### config.mk
export PLATFORM = sky130hd
export DESIGN_NAME = bus_share_arbiter
export DESIGN_NICKNAME = d
export VERILOG_FILES = /design/src/rtl/bus_share_arbiter.sv
export SDC_FILE = /design/constraint.sdc
export NUM_CORES = 1
export LEC_CHECK = 0
export ABC_CLOCK_PERIOD_IN_PS = 6900
export CORE_AREA = 2 2 127 129
export CTS_CLUSTER_SIZE = 12
export DETAILED_ROUTE_END_ITERATION = 6
export DIE_AREA = 0 0 129 131
export PLACE_DENSITY = 0.9
export SLEW_MARGIN = 20
export SYNTH_ARGS = -nofsm -noshare
export SYNTH_HDL_FRONTEND = slang
export SYNTH_SLANG_ARGS = --single-unit
export TNS_END_PERCENT = 5
### constraint.sdc
create_clock -name clk -period 6.9 [get_ports clk]
set_input_delay 1.38 -clock clk [delete_from_list [all_inputs] [get_ports clk]]
set_output_delay 1.38 -clock clk [all_outputs]
set_load 0.02 [all_outputs]
### src/rtl/bus_share_arbiter.sv
// Round-robin bus share: one requester owns the bus per burst, beats land in a
// single-entry output register tagged with the owner index.
//
// state  | meaning
// IDLE   | no owner; pick next valid requester starting at rr_ptr
// LOCKED | owner holds the bus until its last beat is accepted
module bus_share_arbiter #(
    parameter int BUS_SIZE  = 16,
    parameter int IDX_COUNT = 16,
    parameter int IDX_SIZE  = 4
) (
    input  logic                          clk,
    input  logic                          rst_n,
    input  logic [IDX_COUNT-1:0]          req_valid,
    input  logic [IDX_COUNT-1:0]          req_last,
    input  logic [BUS_SIZE*IDX_COUNT-1:0] req_data,
    output logic [IDX_COUNT-1:0]          req_ready,
    output logic                          out_valid,
    output logic                          out_last,
    output logic [BUS_SIZE-1:0]           out_data,
    output logic [IDX_SIZE-1:0]           out_index,
    input  logic                          out_ready,
    output logic                          busy
);

    typedef enum logic {
        IDLE   = 1'b0,
        LOCKED = 1'b1
    } state_t;

    localparam logic [IDX_SIZE-1:0] LAST_IDX = IDX_SIZE'(IDX_COUNT - 1);

    state_t              state, state_nxt;
    logic [IDX_SIZE-1:0] rr_ptr, rr_ptr_nxt;
    logic [IDX_SIZE-1:0] owner, owner_nxt;
    logic [IDX_SIZE-1:0] pick, cand;
    logic                pick_found;
    logic                owner_valid, owner_last, accept;
    logic [BUS_SIZE-1:0] owner_data;

    // Wraps at IDX_COUNT-1 explicitly so non-power-of-two counts behave.
    function automatic logic [IDX_SIZE-1:0] wrap_inc(input logic [IDX_SIZE-1:0] v);
        return (v == LAST_IDX) ? '0 : v + 1'b1;
    endfunction

    always_comb begin
        pick       = '0;
        pick_found = 1'b0;
        cand       = rr_ptr;
        for (int i = 0; i < IDX_COUNT; i++) begin
            if (!pick_found && req_valid[cand]) begin
                pick       = cand;
                pick_found = 1'b1;
            end
            cand = wrap_inc(cand);
        end
    end

    assign owner_valid = req_valid[owner];
    assign owner_last  = req_last[owner];
    assign owner_data  = req_data[owner*BUS_SIZE +: BUS_SIZE];
    assign accept      = (state == LOCKED) && owner_valid && (!out_valid || out_ready);

    always_comb begin
        state_nxt  = state;
        owner_nxt  = owner;
        rr_ptr_nxt = rr_ptr;
        req_ready  = '0;
        case (state)
            IDLE: begin
                if (pick_found) begin
                    owner_nxt = pick;
                    state_nxt = LOCKED;
                end
            end
            LOCKED: begin
                req_ready[owner] = !out_valid || out_ready;
                if (accept && owner_last) begin
                    state_nxt  = IDLE;
                    rr_ptr_nxt = wrap_inc(owner);
                end
            end
            default: state_nxt = IDLE;
        endcase
    end

    always_ff @(posedge clk or negedge rst_n) begin
        if (!rst_n) begin
            state  <= IDLE;
            rr_ptr <= '0;
            owner  <= '0;
        end else begin
            state  <= state_nxt;
            rr_ptr <= rr_ptr_nxt;
            owner  <= owner_nxt;
        end
    end

    // An accept in the same cycle as a drain simply overwrites the register.
    always_ff @(posedge clk or negedge rst_n) begin
        if (!rst_n) begin
            out_valid <= 1'b0;
            out_last  <= 1'b0;
            out_data  <= '0;
            out_index <= '0;
        end else if (accept) begin
            out_valid <= 1'b1;
            out_last  <= owner_last;
            out_data  <= owner_data;
            out_index <= owner;
        end else if (out_valid && out_ready) begin
            out_valid <= 1'b0;
        end
    end

    assign busy = (state == LOCKED) || out_valid;

endmodule

# Word-level counts from Yosys, hierarchy flattened
# Index checks and enable logic that the tools add are counted.
[classes]
n_addsub = 16
n_lt_le_gt_ge = 18
n_eq_ne = 16
shift = 1
muxes = 92
bitwise = 2
reduce_logical = 41
[ops]
columns = ["op", "count"]
rows = [
  ["$shiftx 256x9->16", 1],
  ["$mux 4", 32],
  ["$lt 4x5->1 const B", 17],
  ["$bmux 1 s4", 18],
  ["$add 4x1->4 const B", 16],
  ["$eq 4x4->1 const B", 16],
  ["$mux 1", 39],
  ["$logic_and 1x1->1", 20],
  ["$and 16x16->16", 1],
  ["$logic_not 1->1", 16],
  ["$mux 16", 1],
  ["$demux 1 s4", 1],
  ["$ge 4x1->1 const B", 1],
  ["$reduce_and 2->1", 2],
  ["$logic_or 1x1->1", 2],
  ["$pmux 1 s2", 1],
  ["$reduce_bool 2->1", 1],
  ["$not 1->1", 1],
]
[word_totals]
reg_bits = 31
inputBits = 291
output_inout_bits = 39
wordCells = 193

# Logic depth before layout (Yosys ltp)
# Gate-level depths: netlist of run 1.
[depth]
ltp_word = 50
mapped_depth = 17
ltp_nobuf = 14

# Worst setup path before layout of run 1
# Ideal clock, no wire load.
[synth_timing]
path_type = "reg-to-reg"
startpoint = "reg rr_ptr[0]"
endpoint = "reg owner[1]"
setup_ns = 0.144
t_arrival_ns = 4.296
required_time_ns = 6.756
setup_slack_ns = 2.460
stages_incl_launch_ff = 17
path_buffers = 3
synth_period_minus_slack_ns = 4.440
path_cell_list = "dfrtp_1 -> buf_4 -> inv_1 -> ha_1 -> buf_2 -> inv_1 -> buf_2 -> mux4_2 -> mux4_2 -> nand3b_4 -> a2111oi_4 -> o211ai_4 -> nor2_4 -> nand4_4 -> o41ai_4 -> and2_1 -> a41oi_1"
[synth_via]
elab_chain_len = 49
[synth_rtl]
columns = ["item", "line_no", "rtl"]
rows = [
  ["start: declaration", "34", "logic [IDX_SIZE-1:0] rr_ptr, rr_ptr_nxt;"],
  ["start signal: assignment", "94", "rr_ptr <= rr_ptr_nxt;"],
  ["branches (longest 49 deep; another with $add 4x1->4)", "n/a", ""],
  ["end signal: assignment", "95", "owner <= owner_nxt;"],
  ["end: declaration", "35", "logic [IDX_SIZE-1:0] owner, owner_nxt;"],
]
# Several ways; the timed one is not identified. The select of a mux whose other input is x is not followed.
# A chain may end at the register's enable or synchronous reset.

# Worst setup path after layout of run 1
[layout_timing]
startpoint = "reg rr_ptr[1]"
endpoint = "reg owner[0]"
# The elaborated chain is that of the path after synthesis.

==> qor.yml, run 1 <==
synth_edf_count: 0
htree_num_levels: 2
tns_ns: 0
cts_hold_buf: 0
slew_violations: 0
fin_worst_skew_ns: 0.003217
synthCells: 631
cp_slowest_cell: "a222oi_1"
critical_path_class: "reg2reg"
wl_met3_um: 4524
yosys-top-cells-count: "111 x mux4_2, 56 x nand2_1, 49 x nor2_1, 35 x mux2_2, 31 x dfrtp_1"
reg2reg_from: "rr_ptr[1]"
detail-route-antenna-nets: 0
grt_pass1_wl_um: 46580
areaGrowthSynthToFinish_pct: 54.13
drt_wl_total_um: 32550
run_status: "finished, final reports clean"
die_y_um: 131
numPortBuffers: 329
synthArstFlopShare: 1.000
max_cap_violations: 0
multiInputGateArea_um2: 5564
synth.top_cell.area_share: 0.3764
worstMarginPinSlew_ns: 0.9788
cts_resized: 0
r2r-end: "owner[0]"
yosys_most_used_dff: "dfrtp_1"
cp_max_fo: 19
mappedNetlistArea_um2: 6641
antenna_found_initial: 7
post_cts_buffers: 0
wl_met1_um: 11660
cp_cell_sequence: "ha_1 > xnor2_4 > a222oi_1 > mux2i_4 > mux2i_4 > mux2i_2 > mux2i_1 > nor2_4 > and3_1 > a311o_1 > a31oi_1 > a22oi_1"
highest_layer: "met5"
fin_nets: 1228
die_area_um2: 16900
start_util: 0.4258
end_kind: "flip-flop"
min_period_over_period: 0.8112
slowest_delay_ns: 0.81
finalSetupViolations: 0
avgSynthCellArea_um2: 10.53
cts_buffer_depth: 2
cts_buffers: 5
rsz0062_at_grt: "no"
core_um2: 15600
dieWidth_um: 129
clock_sinks: 31
placement_rows: 46
cp_data_required_time_ns: 7.04
cts_tree: "yes"
grtUsageTotal: 0.3804
start_kind: "flip-flop"
cp-endpoint: "owner[0]"
seq_area_frac_synth: 0.1168
startpoint: "rr_ptr[1]"
register_area_um2: 783.3
finalHoldViolations: 0
fmax_ghz: 0.1786
yosysMostFrequentCell: "mux4_2"
ys_top_cells_by_area: "mux4_2 38%, dfrtp_1 12%, mux2_2 5.9%"
fin_ws_ns: 1.302
nFillCells: 1215
vias: 7671
worstHoldPathType: "reg2reg"
ys_types: 80
drt_iter0_markers: 924
grt_pass1_vias: 7485
firstDrtPassIters: 5
crit_top_cell: "mux2i_4"
met2_length_um: 15040
yosysWarnings: 0
dp_hpwl_um: 26760
gp_congestion: 1.043
reg2reg_slack_ns: 1.30
slew_headroom: 0.3459
dpl_worst_slack_ns: 1.513
drive_above_1_share: 0.2129
synthesis.nets: 930
grt_max_degree: 56
min_period_ns: 5.598
grt-ovfl-total: 0
synth-seq-cells: 31
yosys.area.top_type: "mux4_2"
clock_latency_ns: 0.28
hold_ws_ns: 0.4850
worstRegToRegCells: 12
path_clk_slew_ns: 0.05
cts-root-buf: "clkbuf_16"
via_per_inst: 6.659
wl_per_cell_um: 28.25
cp_data_arrival_time_ns: 5.74
ios: 330
drc: 0
area by class of cell:
cell class / count / area share
antenna: 6 / 0.001467
clock buffer: 7 / 0.01296
clock inverter: 1 / 0.0004889
inverter: 18 / 0.006601
multi-input combinational: 530 / 0.5436
sequential: 31 / 0.07652
tap: 216 / 0.02640
timing repair buffer: 343 / 0.3320
state kept, by name, summed over array words and instances (netlist names):
name	flops
out_last	1
state	1
out_index	4
owner	4
out_data	16
out_valid	1
rr_ptr	4
cells by family after synthesis:
| kind of cell | share of synthesized area |
|---|---|
| AND/OR/NAND/NOR | 0.1356 |
| multiplexers | 0.4989 |
| XOR/XNOR | 0.02638 |
| flip-flops | 0.1168 |
| adder cells (fa/ha/maj) | 0.01507 |
| AO/OA/AOI/OAI | 0.1618 |
| buffers and inverters | 0.04540 |
cell usage in the layout, fill, tap and decap left out, drive strengths merged, types with 3 or more instances in the layout:
master and count:
or2 5, nor4 3, o221ai 4, a41oi 3, nand3 19, a21oi 24, o32ai 6, mux4 111
buf 14, mux2 37, nor2 50, a22oi 5, a32oi 4, nand2b 3, o31ai 6, nor2b 5
a31oi 10, nor3 17, a211o 3, and3 3, a31o 3, inv 18, xnor2 9, clkbuf 7
o22ai 6, and2 8, dfrtp 31, mux2i 34, nand4 6, diode 6, a211oi 8, o211ai 5
ha 8, a21boi 5, clkdlybuf4s50 329, nand2 56, or3 3, o21ai 28, a311oi 4
per-stage QoR:
stage,cells,utilization,cell area [um2]
finish,1152,0.6563,10240
floorplan,631,-,6641
CTS,1146,0.6553,10220
global route,1148,0.6556,10230
detailed placement,1138,0.6465,10080
global placement,1138,0.6465,10080
per-layer routing:
layer  vias to the layer above  track usage
li1                       3185            -
met1                      3802       0.4988
met2                       584       0.5814
met3                        96       0.1421
met4                         4       0.1362
met5                         -            0
worst max-delay path: cells and delay by family (launching register included):
kind,cells,cell delay (ns)
adder cells (fa/ha/maj),1,0.70
AND/OR/NAND/NOR,2,0.33
XOR/XNOR,1,0.37
flip-flops,1,0.67
AO/OA/AOI/OAI,4,1.45
multiplexers,4,1.92
worst min path at each step:
| stage | start | to | slack, ns | cells after the start |
|---|---|---|---|---|
| global placement | out_index[2] | out_index[2] | 0.46 | 2 |
| global route | out_index[2] | out_index[2] | 0.50 | 2 |
| CTS | out_index[2] | out_index[2] | 0.48 | 2 |
| finish | out_index[2] | out_index[2] | 0.49 | 2 |
| floorplan | state | out_valid | 0.53 | 2 |
| detailed placement | out_index[2] | out_index[2] | 0.47 | 2 |
Power of run 1 is not shown: default switching activity piles up to over one toggle a cycle in this logic, so the estimate is an artifact.
==> run 2, diff against run 1 <==
Settings changed: ABC_CLOCK_PERIOD_IN_PS 6900 to 5800, CORE_AREA 2 2 127 129 to not set, CORE_ASPECT_RATIO set to 2, CORE_UTILIZATION set to 42, DIE_AREA 0 0 129 131 to not set, PLACE_DENSITY 0.9 to 0.88.
Clock period 6.9 ns to 5.8 ns, I/O delays scaled along.
==> run 2 against run 1 <==
Compared with the run above: setup slack got worse by 0.95 ns; the flow now finishes with violations (DRC); critical path type unchanged; highest routed layer unchanged; clock skew increased by 0.0012 ns; final cell count increased by 1.3%; critical path depth increased by 4; non-clock buffer count increased by 31; first-iteration DRC count decreased by 26%; clock-buffer cell count decreased by 1; sequential share of layout area decreased by 0.18 points; die area decreased by 3.3%.
==> qor.yml, run 2 (synthesis gave the netlist of run 1 again) <==
cts_resized: 0
cts_buffers: 5
grt_pass1_wl_um: 48590
worstMarginPinSlew_ns: 1.430
multiInputGateArea_um2: 5564
cts-root-buf: "clkbuf_16"
detail-route-antenna-nets: 0
finalSetupViolations: 0
vias: 7795
final_area_um2: 10490
grt_pass1_vias: 7988
grt-ovfl-total: 0
htree_num_levels: 2
mostFrequentLayoutCell: "clkdlybuf4s50_1"
dieWidth_um: 90.92
core_um2: 15370
slew_headroom: 0.03929
ios: 330
slew_violations: 0
min_period_ns: 5.449
drt_wl_total_um: 33600
numPortBuffers: 329
worstHoldStart: "out_index[1]"
slowest_delay_ns: 0.98
antenna_found_initial: 5
start_util: 0.4320
clock_sinks: 31
cp_cell_sequence: "inv_1 > ha_1 > buf_4 > o21ai_0 > a222oi_1 > buf_4 > mux2i_4 > mux2i_4 > mux2i_2 > mux2i_1 > o211ai_1 > nand4_4 > o41ai_4 > buf_4 > a211oi_2 > a32oi_1"
run_status: "finished with violations"
holdPathEnd: "out_index[1]"
cp_data_required_time_ns: 5.99
reg2reg_from: "rr_ptr[0]"
grt_max_degree: 77
grtUsageTotal: 0.4067
firstDrtPassIters: 7
finalHoldViolations: 0
reg2reg_slack_ns: 0.35
post_cts_buffers: 0
r2r-end: "owner[2]"
path_clk_slew_ns: 0.06
fin_worst_skew_ns: 0.004418
cp_slowest_cell: "a222oi_1"
cp_max_fo: 10
fin_nets: 1259
areaGrowthSynthToFinish_pct: 57.89
wl_per_cell_um: 28.79
regMostFlops: "out_data"
critPathTopFamily: "compound AO/OA/AOI/OAI gates"
fin_cells: 1167
dp_hpwl_um: 27440
die_y_um: 179.8
place_area_um2: 10290
die_area_um2: 16350
gp_congestion: 1.180
layout_common_cells: "328 x clkdlybuf4s50_1, 111 x mux4_2, 56 x nand2_1, 49 x nor2_1, 44 x buf_4"
largest_reg_flops: 16
cts_hold_buf: 0
via_per_inst: 6.680
worstRegToRegCells: 16
tns_ns: 0
rsz0062_at_grt: "no"
end_kind: "flip-flop"
fmax_ghz: 0.1835
drc: 1
place_inst: 1151
max_cap_violations: 0
cts_buffer_depth: 2
crit_top_cell: "buf_4"
cp_data_arrival_time_ns: 5.64
worstHoldPathType: "reg2reg"
min_period_over_period: 0.9395
nFillCells: 1207
cts_tree: "yes"
drive_above_1_share: 0.2414
crit_buf_inv: 4
start_kind: "flip-flop"
register_area_um2: 783.3
fin_ws_ns: 0.3507
violations: "DRC"
critical_path_class: "reg2reg"
placement_rows: 64
dpl_worst_slack_ns: 0.6652
holdPathStages: 2
clock_latency_ns: 0.29
drt_iter0_markers: 686
[run 2: worst max path at each step]
stage                     cells past startpoint        to         start
final                                        16  owner[2]     rr_ptr[0]
after global routing                         15  owner[2]     rr_ptr[0]
after CTS                                    16  owner[2]     rr_ptr[0]
after detailed placement                     14  owner[2]  req_valid[3]
after global placement                       13  owner[3]  req_valid[2]
after floorplan                              16  owner[1]     rr_ptr[0]
[run 2: final cells by class]
| class | instances | area share |
|---|---|---|
| well taps | 198 | 0.02362 |
| flip-flops and latches | 31 | 0.07469 |
| multi-input cells | 530 | 0.5306 |
| clock inverters | 2 | 0.003341 |
| repair buffers | 374 | 0.3461 |
| inverters | 18 | 0.006443 |
| diodes | 8 | 0.001909 |
| clock buffers | 6 | 0.01324 |
[run 2: worst min-delay path: stages, from the launching register on]
cell and delay, ns:
dfrtp_1 0.35, nand2_1 0.05, o21ai_0 0.06
[run 2: through the flow]
stage                     utilization  hold WS, ns
after floorplan                     -       0.5274
after global placement         0.6692       0.4589
final                          0.6820       0.4887
after detailed placement       0.6692       0.4779
after global routing           0.6812       0.5098
after CTS                      0.6805       0.4900
[run 2: routing by layer]
layer / wire length [um] / track usage
met2: 17660 / 0.7285
met4: 2180 / 0.2368
met1: 10720 / 0.4420
met5: 11 / 0
met3: 3018 / 0.07234
Power of run 2 is left out for the same reason.
==> patch 1: new RTL, settings of run 2 <==
Set the parameter `IDX_SIZE` to 16 (it was 4).
--- a/src/rtl/bus_share_arbiter.sv
+++ b/src/rtl/bus_share_arbiter.sv
@@ -8,5 +8,5 @@
     parameter int BUS_SIZE  = 16,
     parameter int IDX_COUNT = 16,
-    parameter int IDX_SIZE  = 4
+    parameter int IDX_SIZE  = 16
 ) (
     input  logic                          clk,
Interface: changed (resized out_index); port bits go from 330 to 342. No check against the original RTL was run, so the function may have changed too.
==> patch 1 against run 2 <==
The run now fails in global routing (5_1_grt); area after synthesis rose to 2.9 times the old value.
==> patch 1: results <==
# TYPE chip_impl_metric gauge
chip_impl_info{name="outcome",value="did not finish"} 1
chip_impl_info{name="lastStage",value="global routing (5_1_grt)"} 1
chip_impl_info{name="run.stop_error",value="[ERROR GRT-0116] Global routing finished with congestion. Check the congestion regions in the DRC Viewer."} 1
chip_impl_metric{name="yosys_warnings",unit=""} 0
chip_impl_metric{name="synth_compound_area_frac",unit=""} 0.272
chip_impl_metric{name="clockBufferDepth",unit=""} 2
chip_impl_metric{name="first_global_vias",unit=""} 38600
chip_impl_metric{name="synth-async-reset-ratio",unit=""} 1.00
chip_impl_info{name="netlist_top_cells_count",value="nand2_1 (278), nor2_1 (222), o21ai_0 (160)"} 1
chip_impl_metric{name="syn-mean-instance-area",unit="um^2"} 7.46
chip_impl_info{name="synthFlopType",value="dfrtp_1"} 1
chip_impl_metric{name="grt_use_total",unit=""} 0.788
chip_impl_metric{name="replace_congestion",unit=""} 1.16
chip_impl_metric{name="yosys.area_share.adder",unit=""} 0.0122
chip_impl_metric{name="cts_sinks",unit=""} 67
chip_impl_info{name="root_buffer",value="clkbuf_16"} 1
chip_impl_metric{name="synth_cell_types",unit=""} 127
chip_impl_metric{name="dp.final_hpwl",unit="um"} 98700
chip_impl_metric{name="synth.mux.area_fraction",unit=""} 0.167
chip_impl_metric{name="post_synth_xor_area_fraction",unit=""} 0.102
chip_impl_metric{name="portBuffers",unit=""} 341
chip_impl_metric{name="numCtsBuffers",unit=""} 9
chip_impl_metric{name="global_route_wire_length_before_repair",unit="um"} 270000
chip_impl_metric{name="placed_cells",unit=""} 4384
chip_impl_metric{name="mappedNetlistNets",unit=""} 2919
chip_impl_info{name="synth_top_cells_by_area",value="mux4_2 (12%), dfrtp_1 (8.6%), xnor2_1 (6.7%)"} 1
chip_impl_metric{name="die_width",unit="um"} 154
chip_impl_metric{name="htree_num_levels",unit=""} 3
chip_impl_metric{name="dpl_worst_slack",unit="ps"} -8730
chip_impl_metric{name="globalRoute.totalOverflow",unit=""} 1778
chip_impl_metric{name="synth-seq-area-share",unit=""} 0.0862
chip_impl_metric{name="pin_count_of_the_biggest_net_entering_global_routing",unit=""} 68
chip_impl_metric{name="postPlaceCellArea",unit="mm^2"} 0.0316
==> patch 1: changes by cell type after synthesis, sizes merged, moves of 81 or more <==
cell    before  now
a21oi       24  136
clkbuf      27  108
nand2       56  282
nand3       19  107
nor2        50  231
nor3        17   98
o21ai       28  182
xnor2        9  155
==> patch 1: timing repair <==
action / in CTS
setup endpoints to repair: 17
resized for setup: 64
cloned: 0
hold buffers: 0
pin swaps: 28
buffers inserted: 18
endpoints found under the hold margin: 0
==> patch 1: kinds of logic after synthesis <==
family	after synthesis
buffers and inverters	222
XOR/XNOR	214
flip-flops	67
adder cells (fa/ha/maj)	19
AND/OR/NAND/NOR	1136
multiplexers	194
AO/OA/AOI/OAI	757
==> patch 1: metal layers <==
layer,overflow,track usage
met1,404,0.770
met2,742,0.947
met3,264,0.684
met4,303,0.703
met5,65,0.564
==> patch 1: per-stage QoR <==
| step | hold WS [ps] | utilization |
|---|---|---|
| after floorplan | 547 | - |
| after global placement | 461 | 0.690 |
| after detailed placement | 488 | 0.690 |
| after CTS | 502 | 0.707 |
==> patch 2: new RTL, flow settings as in run 2 <==
Made on the original files. Reset style: synchronous (`rst_n`), changed in 2 clocked blocks.
--- a/src/rtl/bus_share_arbiter.sv
+++ b/src/rtl/bus_share_arbiter.sv
@@ -85,5 +85,5 @@
     end
 
-    always_ff @(posedge clk or negedge rst_n) begin
+    always_ff @(posedge clk) begin
         if (!rst_n) begin
             state  <= IDLE;
@@ -98,5 +98,5 @@
 
     // An accept in the same cycle as a drain simply overwrites the register.
-    always_ff @(posedge clk or negedge rst_n) begin
+    always_ff @(posedge clk) begin
         if (!rst_n) begin
             out_valid <= 1'b0;
Behaviour: differs if rst_n is asserted again (counterexample within 4 cycles, from zero or initial values and one cycle with rst_n low); with rst_n held inactive, the same outputs for 4 cycles.
==> patch 2 against run 2 <==
Count of clock-buffer cells in the layout grew 1; worst setup slack lost 2.9 ps; clock skew grew 7.1 ps; synthesized cell count grew 6.0%; routed wire length grew 11%; design area shrank 0.27%; area after synthesis shrank 3.2%; sequential cell count is the same; critical endpoint is now owner[0]; largest cell class unchanged.
==> patch 2: results <==
# TYPE chip_impl_metric gauge
chip_impl_info{name="outcome",value="completed"} 1
chip_impl_metric{name="mappedNetlistNets",unit=""} 968
chip_impl_metric{name="pin_count_of_the_biggest_net_entering_global_routing",unit=""} 65
chip_impl_metric{name="placed_cells",unit=""} 1207
chip_impl_metric{name="replace_congestion",unit=""} 1.11
chip_impl_info{name="crit_path_top_delay_cell",value="ha_1"} 1
chip_impl_metric{name="dr.pass1.iters",unit=""} 5
chip_impl_metric{name="dr_total_vias",unit=""} 8134
chip_impl_info{name="hold_path_end",value="out_data[10]"} 1
chip_impl_metric{name="first_global_vias",unit=""} 8329
chip_impl_metric{name="tightestPinTransition",unit="ps"} 863
chip_impl_metric{name="worst-path-max-fanout",unit=""} 9
chip_impl_info{name="hold_path_startpoint",value="out_data[10]"} 1
chip_impl_metric{name="reg2reg_depth",unit=""} 15
chip_impl_metric{name="grt_use_total",unit=""} 0.481
chip_impl_metric{name="antenna_violations_before_repair",unit=""} 7
chip_impl_metric{name="final_layout_size_suffix_gt1_frac",unit=""} 0.213
chip_impl_metric{name="route.detailed.vias_per_inst",unit=""} 6.67
chip_impl_info{name="synthFlopType",value="dfxtp_1"} 1
chip_impl_metric{name="synth-async-reset-ratio",unit=""} 0
chip_impl_info{name="netlist_top_cells_count",value="mux4_2 (106), nor2_1 (78), mux2i_1 (60)"} 1
chip_impl_metric{name="synth-seq-area-share",unit=""} 0.0965
chip_impl_metric{name="critical_path.max_stage_delay",unit="ps"} 660
chip_impl_metric{name="dpl_worst_slack",unit="ps"} 304
chip_impl_info{name="synth_top_cells_by_area",value="mux4_2 (37%), dfxtp_1 (9.7%), mux2i_1 (9.3%)"} 1
chip_impl_metric{name="wl_per_cell",unit="um"} 30.5
chip_impl_metric{name="dp.final_hpwl",unit="um"} 29100
chip_impl_metric{name="number_of_violations_reported_at_the_end_of_detailed_routing_iteration_0",unit=""} 672
chip_impl_info{name="r2r-start",value="rr_ptr[0]"} 1
[patch 2: worst max path at each step]
stage	depth (start not counted)	slack [ps]	endpoint	start
4_1_cts	14	570	owner[1]	req_valid[15]
6_report	15	350	owner[0]	rr_ptr[0]
3_3_place_gp	14	280	owner[0]	req_valid[15]
2_1_floorplan	18	890	owner[1]	rr_ptr[0]
5_1_grt	15	170	owner[2]	rr_ptr[0]
3_5_place_dp	14	300	owner[1]	req_valid[15]
[patch 2: kinds of logic after synthesis]
logic type,synth area share
AOI/OAI and AO/OA,0.171
xor gates and xnor gates,0.0259
adders and majority gates,0.0171
buffers and inverters,0.0455
DFF,0.0965
muxes,0.479
and+or+nand+nor,0.165
[patch 2: area by class of cell]
class	count	area [um^2]
clock buffer	7	164
sequential	31	629
inverter	15	56.3
antenna	5	12.5
timing repair buffer	398	3820
clock inverter	1	5.00
fill	1104	4440
multi-input combinational	568	5520
tap	195	244
[patch 2: where the power goes]
group	internal [uW]	switching, uW	leakage [uW]
Clock	197	121	0.0000851
Combinational	2230	2930	0.00353
Sequential	278	155	0.000255
[patch 2: worst reg2reg max path, cell delays in order, from the launching register on]
cell       delay, ps
dfxtp_1          390
inv_1            260
ha_1             660
nor2b_1          310
o21ai_1          230
mux2i_1          270
mux4_2           450
or3_4            390
or4b_4           560
or2_4            280
a2111oi_4        270
nand4_1          200
or3_4            390
nor4_1           320
o2bb2ai_1        120
a311oi_2         240
[patch 2: stage by stage]
stage	cell area [um^2]	hold slack, ps
2_1_floorplan	6430	502
4_1_cts	10400	502
6_report	10500	501
3_3_place_gp	10300	473
5_1_grt	10400	535
3_5_place_dp	10300	488
[patch 2: per-layer routing]
layer,vias to the layer above,share of wire,global-route usage
met5,-,0.0014,0.0210
met4,8,0.092,0.356
met3,204,0.13,0.227
met2,603,0.47,0.768
met1,3913,0.30,0.469
li1,3406,-,-
